**config.mk**
```make
export PLATFORM = sky130hd
export DESIGN_NAME = fetch_stage2
export DESIGN_NICKNAME = d
export VERILOG_FILES = /design/src/rtl/fetch_stage2.sv
export SDC_FILE = /design/constraint.sdc
export NUM_CORES = 1
export LEC_CHECK = 0
export CORE_MARGIN = 1.5
export CORE_UTILIZATION = 37
export DETAILED_ROUTE_END_ITERATION = 10
export PLACE_DENSITY = 0.81
export SETUP_SLACK_MARGIN = 0.1
export SYNTH_ARGS = -nofsm -noshare
export SYNTH_HDL_FRONTEND = slang
export SYNTH_SLANG_ARGS = --single-unit
```
**constraint.sdc**
```tcl
create_clock -name clk -period 1.9 [get_ports clk]
set_input_delay 0.285 -clock clk [delete_from_list [all_inputs] [get_ports clk]]
set_output_delay 0.285 -clock clk [all_outputs]
set_load 0.02 [all_outputs]
```
**src/rtl/fetch_stage2.sv**
```systemverilog
// Fetch stage 2: aligns synchronous SRAM read data with the PC from fetch stage 1 and
// holds the instruction across stalls. Define FETCH2_MISALIGN_EXCP_EN to flag misaligned PCs.
`ifndef StallBus
`define StallBus 1:0
`endif

module fetch_stage2 #(
    parameter int IF12IF2_WD = 50,
    parameter int IF22ID_WD  = 66
) (
    input  logic                  clk,
    input  logic                  rst_n,
    input  logic                  flush,
    input  logic [`StallBus]      stall,
    input  logic [32:0]           br_bus,
    input  logic [IF12IF2_WD-1:0] if12if2_bus,
    input  logic [63:0]           inst_sram_rdata,
    output logic [IF22ID_WD-1:0]  if22id_bus
);

    logic        br_e;
    logic        kill;
    logic        valid_r;
    logic [31:0] pc_r;
    logic        buf_valid;
    logic [31:0] inst_buf;
    logic [31:0] sel;
    logic [31:0] inst;
    logic        excp;
    logic        unused_bits;

    assign br_e        = br_bus[32];
    assign kill        = flush | br_e;
    assign unused_bits = ^{if12if2_bus[IF12IF2_WD-1:33], br_bus[31:0]};

    assign sel = pc_r[2] ? inst_sram_rdata[63:32] : inst_sram_rdata[31:0];

    always_ff @(posedge clk) begin
        if (!rst_n) begin
            valid_r <= 1'b0;
            pc_r    <= '0;
        end else if (kill) begin
            valid_r <= 1'b0;
        end else if (stall[0] && !stall[1]) begin
            valid_r <= 1'b0;
        end else if (!stall[0]) begin
            valid_r <= if12if2_bus[32];
            pc_r    <= if12if2_bus[31:0];
        end
    end

    // The SRAM only presents data for one cycle, so the word is latched on the first
    // stalled edge and kept until the stall drops or the stage is killed.
    always_ff @(posedge clk) begin
        if (!rst_n) begin
            buf_valid <= 1'b0;
            inst_buf  <= '0;
        end else if (kill || !stall[1]) begin
            buf_valid <= 1'b0;
        end else if (valid_r && !buf_valid) begin
            buf_valid <= 1'b1;
            inst_buf  <= sel;
        end
    end

`ifdef FETCH2_MISALIGN_EXCP_EN
    assign excp = valid_r & (pc_r[1:0] != 2'b00);
`else
    assign excp = 1'b0;
`endif

    always_comb begin
        inst = '0;
        if (valid_r) begin
            inst = buf_valid ? inst_buf : sel;
            if (excp) begin
                inst = 32'h0000_0013;
            end
        end
    end

    assign if22id_bus = {excp, valid_r, pc_r, inst};

endmodule

```
==> flow_summary.yaml, run 1 <==
floorplan:
  start_util_pct: 37.7
  die_y_um: 99.5
  fp.dieArea_mm2: 0.00990
  core_mm2: 0.00915
  num_rows: 35
  die_x_um: 99.5
  ios: 218
finish:
  finalNetCount: 750
  multiInputGateArea_mm2: 0.00209
  ff_latch_area_mm2: 0.00133
  drive_gt1_share_pct: 18.8
  syn_to_final_growth_pct: 71.0
  nFillCells: 740
  fin_util_pct: 64.4
  diodes: 0
  final_cell_area_mm2: 0.00589
sta:
  finalCritPeriodShare_pct: 108
  rsz0062_at_grt: "yes"
  slew_viol_final: 0
  hold_viol_final: 0
  fin_skew_ns: 0.00673
  min_period_ns: 2.06
  final-setup-viol-count: 18
  layout_setup_ws_ns: -0.160
  fmax_ghz: 0.485
place:
  place_ws_ns: -0.168
  place.gp.congestion: 0.708
  hpwl_um: 6860
  placed_area_mm2: 0.00550
  port_buffers: 167
grt:
  antenna_found_initial: 0
  grt_pass1_vias: 3549
  grt_pass1_wl_um: 15500
  grt_overflow: 0
  grt_usage_pct: 19.2
  grt_max_degree: 98
flow_run:
  max-cap-violations: 0
routing:
  route.layer.met1.wl_um: 3910
  num_vias: 3623
  first_iter_violations: 66
  highest_layer: "met4"
  drt-total-wl_um: 9900
  met3_length_um: 811
  wl_met2_um: 5110
  wl_per_cell_um: 13.9
  vias_per_cell: 5.08
  ant_nets: 0
  drc_errors: 0
  first_pass_iters: 4
worst_setup_path:
  reg2reg_to: "inst_buf[10]"
  r2r_setup_slack_ns: 0.40
  cp.arrival_ns: 1.78
  cp_max_fo: 10
  critPathTopFamily: "buffers and inverters"
  critPathRequiredTime_ns: 1.62
  reg2reg_depth: 6
  cp_slowest_stage_delay_ns: 0.40
  path_class: "flop to primary output"
  end_kind: "primary output"
  cp_cell_sequence: "buf_12 > mux2i_2 > o21ai_0 > and2_1 > dlygate4sd2_1"
  crit_buf_inv: 2
  crit_path_start_kind: "flop"
  r2r_start: "pc_r[2]"
  slowest_stage: "dfxtp_4"
clock_network:
  insertion_delay_ns: 0.34
  clk_pin_slew_worst_paths_ns: 0.07
  cts_root_buf: "clkbuf_8"
  cts_tree: "yes"
  clock-sinks: 66
  cts.htree.levels: 3
  clockBufferDepth: 2
  cts-buffers-inserted: 9
logic_synthesis:
  synth-seq-cells: 66
  ys_seq_area_share_pct: 38.3
  synth_nets: 563
  syn_area_per_cell_um2: 8.39
  synthCells: 411
  yosysWarnings: 0
  netlist_area_mm2: 0.00345
  synth_cell_type_count: 23
outcome:
  status: "finished, violations left"
  violations: "negative setup slack"
hold_path:
  holdPathStages: 2
  worst_hold_path.endpoint: "pc_r[29]"
  hold_start: "pc_r[29]"
  hp-class: "flop to flop"
power:
  irDropWorstVdd_mv: 0.697
  p_leak_uw: 0.00217
  power_density_mw_per_mm2: 565
  power_uw: 3330
## flip-flops by register name (all words and copies together) (netlist names)
name	cells
inst_buf	32
buf_valid	1
pc_r	32
valid_r	1
## worst max-delay path by stage
stage | from | endpoint | slack [ns] | depth (start not counted)
final | pc_r[2] | if22id_bus[24] | -0.16 | 5
after global routing | pc_r[2] | if22id_bus[3] | -0.26 | 5
after CTS | pc_r[2] | if22id_bus[0] | -0.18 | 5
after detailed placement | inst_sram_rdata[24] | if22id_bus[24] | -0.17 | 5
after global placement | inst_sram_rdata[57] | if22id_bus[25] | -0.11 | 5
after floorplan | pc_r[2] | if22id_bus[22] | 0.20 | 5
## synth_stat cells (all sizes together)
master | number | share of area (%)
clkbuf | 31 | 3.4
nor3 | 1 | 0.15
buf | 14 | 3.0
nand2b | 1 | 0.18
nand4bb | 1 | 0.33
nand2 | 97 | 11
a21boi | 32 | 7.0
a21oi | 1 | 0.15
or2 | 1 | 0.18
dfxtp | 66 | 38
and2 | 32 | 5.8
a31o | 32 | 8.1
o21ai | 33 | 4.8
nor4b | 32 | 8.1
nor2 | 2 | 0.22
or3 | 1 | 0.18
mux2i | 32 | 9.3
conb | 1 | 0.11
nand3 | 1 | 0.15
## through the flow
| stage | instances | setup TNS [ns] | hold WS [ns] |
|---|---|---|---|
| 2_1_floorplan | 411 | 0 | 0.421 |
| 3_3_place_gp | 692 | -2.60 | 0.449 |
| 3_5_place_dp | 692 | -3.36 | 0.457 |
| 4_1_cts | 707 | -4.10 | 0.465 |
| 5_1_grt | 713 | -3.87 | 0.478 |
| 6_report | 713 | -1.94 | 0.463 |
## cell usage in the layout (no fill, tap or decap), types with 2 or more instances in the layout
master	instances
clkinvlp_4	2
nand2_1	97
clkbuf_2	2
o21ai_0	25
mux2i_4	12
nor2_1	2
o21ai_1	8
clkinv_4	2
mux2i_2	8
clkbuf_8	9
buf_12	9
buf_4	47
a31o_2	2
dlygate4sd2_1	15
buf_6	3
nor4b_1	32
buf_2	11
a21boi_0	32
and2_1	32
mux2i_1	12
a31o_1	30
dfxtp_1	64
bufinv_16	2
clkdlybuf4s50_1	133
## kinds of logic (layout without fill, tap and decap cells)
kind of cell | after synthesis | in the layout | share of synthesized area, %
compound gates | 98 | 98 | 20.0
flops | 66 | 66 | 38.3
simple gates | 169 | 169 | 25.9
buf+inv | 45 | 236 | 6.35
other cells | 1 | 1 | 0.109
mux | 32 | 32 | 9.29
## metal layers
metal  up-vias  GRT usage (%)
li1       1803              -
met5         -              0
met3         9           6.89
met1      1695           20.1
met2       116           36.2
met4         0           4.98
## report_power, final
group          total, uW  switching [uW]  internal, uW
Combinational        628             230           398
Sequential          1420            14.0          1410
Clock               1280             544           735
Total               3330             788          2540
## final cells by class
type | count | area share, %
clock buffer | 9 | 2.10
clock inverter | 6 | 1.57
multi-input combinational | 300 | 35.5
sequential | 66 | 22.5
tap | 111 | 2.36
timing repair buffer | 221 | 36.0
## timing repair
| item | 4_1_cts | 5_1_grt |
|---|---|---|
| setup endpoints to repair | 33 | 32 |
| hold buffers | 0 | 0 |
| cloned | 0 | 1 |
| pin swaps | 0 | 1 |
| gates resized for setup | 54 | 84 |
| buffers inserted | 0 | 5 |
## worst min-delay path: stages (launching register included)
cell and delay [ns]:
dfxtp_1 0.31, nand2_1 0.04, a21boi_0 0.06
No activity file was read; power rests on OpenSTA's default activity.
==> inputs of run 2 (changes only) <==
- GPL_ROUTABILITY_DRIVEN: unset -> 0
==> results of run 2 <==
No change in the layout: final DEF, timing and power equal those of run 1.
